[src/rtl/dac_spi_pkg.sv]
// Shared constants, state encoding and frame packing for the DAC SPI transmitter.
package dac_spi_pkg;

    localparam int DAC_FRAME_W    = 16;
    localparam int DAC_DATA_W     = 12;
    localparam int DAC_BIT_GA_N   = 13;
    localparam int DAC_BIT_SHDN_N = 12;
    localparam int DAC_CLK_DIV    = 5;

    typedef enum logic [2:0] {
        ST_IDLE,
        ST_LOAD,
        ST_SHIFT,
        ST_HOLD,
        ST_GAP
    } dac_spi_state_t;

    // Channel A write; GA_n and SHDN_n are active-low on the DAC.
    function automatic logic [DAC_FRAME_W-1:0] dac_frame(
        input logic [DAC_DATA_W-1:0] code,
        input logic                  gain,
        input logic                  shutdown
    );
        logic [DAC_FRAME_W-1:0] w;
        w                 = '0;
        w[DAC_DATA_W-1:0] = code;
        w[DAC_BIT_GA_N]   = ~gain;
        w[DAC_BIT_SHDN_N] = ~shutdown;
        return w;
    endfunction

endpackage

[src/rtl/tick_counter.sv]
// Modulo-CLK_DIV down-counter; tick is high in the last cycle of every period.
module tick_counter #(
    parameter int CLK_DIV = 5
) (
    input  logic clk,
    input  logic rst_n,
    input  logic clear,
    output logic tick
);

    localparam int CW = (CLK_DIV > 1) ? $clog2(CLK_DIV) : 1;
    localparam logic [CW-1:0] LAST = CW'(CLK_DIV - 1);

    logic [CW-1:0] count;

    always_ff @(posedge clk) begin
        if (!rst_n) begin
            count <= LAST;
        end else if (clear || count == '0) begin
            count <= LAST;
        end else begin
            count <= count - 1'b1;
        end
    end

    assign tick = (count == '0);

endmodule

[src/rtl/dac_spi_tx.sv]
// Handshake-driven 16-bit SPI mode 0 write-frame serializer for the 12-bit DAC.
//
// state | meaning
// IDLE  | ready for a sample, bus idle
// LOAD  | csn low, bit 15 set up before first rising sclk
// SHIFT | 32 sclk half-periods, data advances on falling edges
// HOLD  | sclk low, csn still low after last bit
// GAP   | csn high, minimum spacing before next frame
module dac_spi_tx
    import dac_spi_pkg::*;
#(
    parameter int CLK_DIV = DAC_CLK_DIV
) (
    input  logic                  clk,
    input  logic                  rst_n,
    input  logic [DAC_DATA_W-1:0] data,
    input  logic                  gain,
    input  logic                  shutdown,
    input  logic                  valid,
    output logic                  ready,
    output logic                  dac_csn,
    output logic                  dac_sclk,
    output logic                  dac_sdi,
    output logic                  busy
);

    dac_spi_state_t         state, state_d;
    logic [DAC_FRAME_W-1:0] sreg, sreg_d, frame;
    logic [4:0]             half, half_d;
    logic                   csn_d, sclk_d, sdi_d;
    logic                   tick;

    assign frame = dac_frame(data, gain, shutdown);

    tick_counter #(.CLK_DIV(CLK_DIV)) u_tick (
        .clk   (clk),
        .rst_n (rst_n),
        .clear (state == ST_IDLE),
        .tick  (tick)
    );

    always_ff @(posedge clk) begin
        if (!rst_n) begin
            state    <= ST_IDLE;
            sreg     <= '0;
            half     <= '0;
            dac_csn  <= 1'b1;
            dac_sclk <= 1'b0;
            dac_sdi  <= 1'b0;
            ready    <= 1'b1;
            busy     <= 1'b0;
        end else begin
            state    <= state_d;
            sreg     <= sreg_d;
            half     <= half_d;
            dac_csn  <= csn_d;
            dac_sclk <= sclk_d;
            dac_sdi  <= sdi_d;
            ready    <= (state_d == ST_IDLE);
            busy     <= (state_d != ST_IDLE);
        end
    end

    always_comb begin
        state_d = state;
        sreg_d  = sreg;
        half_d  = half;
        csn_d   = dac_csn;
        sclk_d  = dac_sclk;
        sdi_d   = dac_sdi;
        case (state)
            ST_IDLE: begin
                if (valid) begin
                    state_d = ST_LOAD;
                    sreg_d  = frame;
                    half_d  = '0;
                    csn_d   = 1'b0;
                    sclk_d  = 1'b0;
                    sdi_d   = frame[DAC_FRAME_W-1];
                end
            end
            ST_LOAD: begin
                if (tick) begin
                    state_d = ST_SHIFT;
                    sclk_d  = 1'b1;
                    half_d  = '0;
                end
            end
            ST_SHIFT: begin
                if (tick) begin
                    if (half == 5'd31) begin
                        state_d = ST_HOLD;
                        sclk_d  = 1'b0;
                    end else begin
                        half_d = half + 5'd1;
                        sclk_d = ~dac_sclk;
                        // Falling edge: move to next bit, except after bit 0.
                        if (dac_sclk && half != 5'd30) begin
                            sreg_d = {sreg[DAC_FRAME_W-2:0], 1'b0};
                            sdi_d  = sreg[DAC_FRAME_W-2];
                        end
                    end
                end
            end
            ST_HOLD: begin
                if (tick) begin
                    state_d = ST_GAP;
                    csn_d   = 1'b1;
                    sdi_d   = 1'b0;
                    half_d  = '0;
                end
            end
            ST_GAP: begin
                if (tick) begin
                    if (half == 5'd1) begin
                        state_d = ST_IDLE;
                    end else begin
                        half_d = half + 5'd1;
                    end
                end
            end
            default: begin
                state_d = ST_IDLE;
                csn_d   = 1'b1;
                sclk_d  = 1'b0;
                sdi_d   = 1'b0;
            end
        endcase
    end

endmodule

[config.mk]
export PLATFORM = sky130hd
export DESIGN_NAME = dac_spi_tx
export DESIGN_NICKNAME = d
export VERILOG_FILES = /design/src/rtl/dac_spi_pkg.sv /design/src/rtl/tick_counter.sv /design/src/rtl/dac_spi_tx.sv
export SDC_FILE = /design/constraint.sdc
export NUM_CORES = 1
export LEC_CHECK = 0
export CORE_ASPECT_RATIO = 0.8
export CORE_MARGIN = 4
export CORE_UTILIZATION = 35
export DETAILED_ROUTE_END_ITERATION = 10
export PLACE_DENSITY = 0.55
export SLEW_MARGIN = 15
export SYNTH_ARGS = -nofsm -noshare
export SYNTH_HDL_FRONTEND = slang
export SYNTH_SLANG_ARGS = --single-unit
[constraint.sdc]
create_clock -name clk -period 3.24 [get_ports clk]
set_clock_uncertainty 0.1 [all_clocks]
set_input_delay 0.648 -clock clk [delete_from_list [all_inputs] [get_ports clk]]
set_output_delay 0.648 -clock clk [all_outputs]
set_load 0.03 [all_outputs]
[Word level (Yosys, flattened, before mapping)]
Index checks and enable logic that the tools add are counted.
Cells by class
  add/sub/neg operators: 2
  equality and inequality tests: 16
  mux-type cells: 31
  bitwise gates (word level): 7
  reductions and logical operators: 18
Operators with widths (number)
  $mux W15: 4
  $mux W5: 6
  $pmux W15 S2: 1
  $mux W3: 7
  $pmux W5 S4: 1
  $ne A2 B2 Y1 const B: 8
  $pmux W3 S5: 1
  $logic_not A3 Y1: 3
  $mux W1: 8
  $pmux W1 S4: 2
  $reduce_or A2 Y1: 4
  $not A1 Y1: 7
  $reduce_and A7 Y1: 1
  $eq A3 B2 Y1 const B: 2
  $reduce_and A6 Y1: 1
  $add A5 B1 Y5 const B: 1
  $eq A5 B1 Y1 const B: 1
  $eq A5 B5 Y1 const B: 1
  $ne A5 B5 Y1 const B: 1
  $reduce_and A5 Y1: 1
  $reduce_and A4 Y1: 1
  $reduce_bool A4 Y1: 1
  $eq A3 B1 Y1 const B: 1
  $eq A3 B3 Y1 const B: 1
  other kinds (9): 9
Storage, ports and cells
  register bits: 31
  bits of input ports: 17
  output and inout bits: 5
  word-level logic and storage cells: 83

[Logic depth before layout (Yosys ltp)]
  word-level depth: 6
  depth in mapped cells: 9
  gate-level depth less buffers: 7

[Hierarchy]
A second synthesis with hierarchy kept.
Unflattened totals
  cells, all modules: 200
  area total of the unflattened synthesis: 1625.3 um2
By module, submodules not included
  dac_spi_tx: times used 1, cells each 189, area each 1500.2 um2, seq. area each 560.5 um2
  tick_counter: times used 1, cells each 11, area each 125.1 um2, seq. area each 60.1 um2

[Worst setup path after synthesis]
OpenSTA, ideal clock, no wires.
  kind: reg-to-reg
  from: register half[0]
  to: register sreg[12]
  library setup time: 72 ps
  data arrival time: 2005 ps
  required time: 3068 ps
  slack: 1063 ps
  cell stages (with the launch flop): 10
  buffers on the path: 2
  clock period less this slack: 2177 ps
  path through: dfxtp_1 > ha_1 > and3_1 > ha_1 > nor4bb_4 > a31o_2 > and2_4 > buf_6 > buf_6 > mux2i_1
On the way
  word-level cells in the longest chain between the ends: 4
  elaborated cells on any way between the ends: 6
  classes of those cells: eq/ne: 4; reduce/logical: 2
RTL lines
  start: declaration: RTL line dac_spi_tx.sv:29  | logic [4:0] half, half_d;
  start signal: assignment: RTL line dac_spi_tx.sv:55  | half <= half_d;
  $ne A5 B5 Y1: RTL line dac_spi_tx.sv:98  | if (dac_sclk && half != 5'd30) begin
  $logic_and A1 B1 Y1: RTL line dac_spi_tx.sv:98
  $ne A2 B2 Y1 (no source line)
  $reduce_and A5 Y1 (no source line) *
  end signal: assignment: RTL line dac_spi_tx.sv:54  | sreg <= sreg_d;
  end: declaration: RTL line dac_spi_tx.sv:28  | logic [DAC_FRAME_W-1:0] sreg, sreg_d, frame;
Mark *: on every way between the ends. The rest lies on a longest branch, timed or not.
A chain may end at the register's enable or synchronous reset.

[Final worst setup path]
Ends and elaborated chain as after synthesis.

==> out/metrics.cfg <==
[route]
drt-initial-drc-count=90
drt_pre_antenna_iters=4
totalWireLength_mm=4.127
ant_nets=0
routedWlPerCell_um=14.79
drt-vias-per-instance=5.473
dr_total_vias=1527
drc=0

[logic_synthesis]
synth_cell_types=52
synth_top_area_share_pct=35.79
syn_avg_cell_area_um2=8.585
yosys_warnings=0
synth_cells=202
synthFlopType=dfxtp_1
synth_nets=225
ys_seq_area_share_pct=35.79
syn_area_um2=1734
synthArstFlopShare_pct=0
synth_edf_count=0
yosysTopAreaCell=dfxtp_1
synthTopCellsByArea=dfxtp_1 (36%), nand2_1 (7.4%), a21oi_1 (5.5%)
synth_seq_cells=31

[grt]
grt_pass1_wl_mm=7.196
grt_use_met3_pct=3.958
grt_pass1_vias=1454
grtUsageMet2_pct=19.19
grtUsageMet1_pct=22.34
top_usage_layer=met1
groute.usage.overall_pct=14.49
antenna_found_initial=0
grt_max_degree=21
grt_overflow=0

[pwr]
power_leakage_nw=0.7380
power.density_nw_per_um2=436.4
ir_drop_mv=0.2869

[worst_setup_path]
cpMostUsedCell=ha_1
cp_cell_sequence=ha_1 -> and3_1 -> ha_1 -> nor4bb_4 -> a31o_2 -> and2_4 -> mux2i_1
cp_slowest_stage_delay_ns=0.36
path_max_fanout=15
crit_required_ns=3.34
cp-end-kind=flip-flop
worstSetupPathType=flip-flop to flip-flop
start_kind=flip-flop
worstRegToRegCells=7
cpMaxStageDelayCell=dfxtp_1
cp.arrival_ns=2.59

[timing]
final.setup.tns_ns=0
rsz0062_at_grt=false
timing.final.max_slew_violations=0
max-slew-margin-rel_pct=36.16
post-route-period-util_pct=76.98
fmax_mhz=400.9
finalSetupViolations=0
worst_pin_slew_ns=0.9540
hold_violations=0
period_minus_slack_ns=2.494

[layout]
fin_nets=241
antenna_cells=0
finalCoreUtilization_pct=43.48
syn2layout_area_growth_pct=17.32
drive_gt1_share_pct=10.05
fillCellCount=490

[clock_network]
numCtsBuffers=5
root_buffer=clkbuf_8
post_cts_buffers=0
clockBufferDepth=2
htree_num_levels=2
cts_tree=built
clk_pin_slew_worst_paths_ns=0.07
cts_resized=0
clock_latency_ns=0.28
holdBufCountCts=0
cts_sinks=31

[status]
status=complete, no violations

[floorplan]
io_pins=22
design.core.area_um2=4679
die_area_um2=6152
fp.dieH_um=70.96
rows=22
initial_utilization_pct=37.06
die_w_um=86.70

[min_path]
worst_hold_path.num_cells=1
min_path_type=flip-flop to flip-flop

[placed_design]
gp_congestion=0.8326
hpwl_mm=2.797
port_buffers=21

[job]
drv_cap=0

## through the flow
stage          std cells  setup WS [ns]  power, mW  hold slack [ns]  cell area [um^2]
2_1_floorplan        202          1.063     0.5552           0.2925              1734
3_3_place_gp         271         0.7642     0.6051           0.2985              1953
3_5_place_dp         271         0.7340     0.6033           0.3082              1953
4_1_cts              279         0.7628     0.8998           0.3178              2034
5_1_grt              279         0.5300     0.9352           0.3323              2034
6_report             279         0.7458     0.8879           0.3190              2034
## worst paths after layout
check | startpoint | end | slack [ns]
setup / recovery | half[0]$_SDFFE_PN0P_ | sreg[12]$_SDFFE_PN0P_ | 0.75
hold / removal | u_tick.count[0]$_SDFF_PP0_ | u_tick.count[0]$_SDFF_PP0_ | 0.32
setup reg to reg | half[0]$_SDFFE_PN0P_ | sreg[12]$_SDFFE_PN0P_ | 0.75
hold reg to reg | u_tick.count[0]$_SDFF_PP0_ | u_tick.count[0]$_SDFF_PP0_ | 0.32
## cells in the final DEF (no fill, tap or decap), types with 2 or more instances in the layout
cell type,count
nand2_1,34
dfxtp_1,31
clkdlybuf4s50_1,21
a21oi_1,19
inv_1,7
nor2_1,7
nand3_1,6
a311oi_2,6
o21ai_0,6
ha_1,6
nor3_1,5
nand4_1,5
a311oi_1,5
clkbuf_8,5
nor3b_1,4
mux2i_1,4
nor2b_1,3
xnor2_1,3
buf_4,3
o22ai_1,2
o2bb2ai_1,2
o31ai_1,2
a211o_1,2
o211ai_1,2
clkbuf_1,2
## synth_stat cells (2+ instances only)
| master | n |
|---|---|
| buf_2 | 5 |
| a211o_1 | 2 |
| o21ai_0 | 6 |
| a311oi_2 | 6 |
| nand4_1 | 5 |
| o211ai_1 | 2 |
| inv_1 | 7 |
| nor3b_1 | 4 |
| mux2i_1 | 4 |
| dfxtp_1 | 31 |
| a311oi_1 | 5 |
| xnor2_1 | 3 |
| clkbuf_1 | 5 |
| o2bb2ai_1 | 2 |
| buf_6 | 3 |
| o31ai_1 | 2 |
| ha_1 | 6 |
| o22ai_1 | 2 |
| a21oi_1 | 19 |
| nand3_1 | 6 |
| nor2_1 | 7 |
| nand2_1 | 34 |
| nor3_1 | 5 |
| nor2b_1 | 3 |
## sequential cells by signal (all words and copies together) (netlist names)
signal	flops
ready	1
u_tick.count	3
half	5
dac_csn	1
busy	1
state	3
dac_sclk	1
dac_sdi	1
sreg	15
## power breakdown
group          internal, mW  switching, mW  leakage (nW)
sequential            0.408         0.0220         0.255
combinational        0.0773         0.0893         0.441
clock                 0.151          0.141        0.0422
## cell type report
class,instances,area [um^2],share of cell area (%)
well taps,60,75.07,3.690
repair buffers,24,232.7,11.44
clock buffers,7,76.32,3.752
inverters,8,30.03,1.476
multi-input cells,148,994.7,48.89
flip-flops and latches,31,620.6,30.50
clock inverters,1,5.005,0.2460
## cell families (layout without fill, tap and decap cells)
kind of cell    after synthesis  in the layout  share of synthesized area [%]
buf+inv                      23             40                          6.854
simple gates                 80             80                          25.40
fa+ha+maj                     6              6                          4.329
compound gates               55             55                          23.81
xor+xnor                      3              3                          1.515
mux                           4              4                          2.309
flops                        31             31                          35.79
## per-layer routing
metal	share of wire, %	vias up
li1	-	779
met1	51	698
met2	41	46
met3	6.6	4
met4	0.63	0
met5	0	-
## worst max-delay path: cells and delay by family (launching register included)
family / cells / cell delay [ns]
mux: 1 / 0.21
fa+ha+maj: 2 / 0.49
simple gates: 3 / 0.88
compound gates: 1 / 0.36
flops: 1 / 0.36
(Power assumes the default switching activity.)
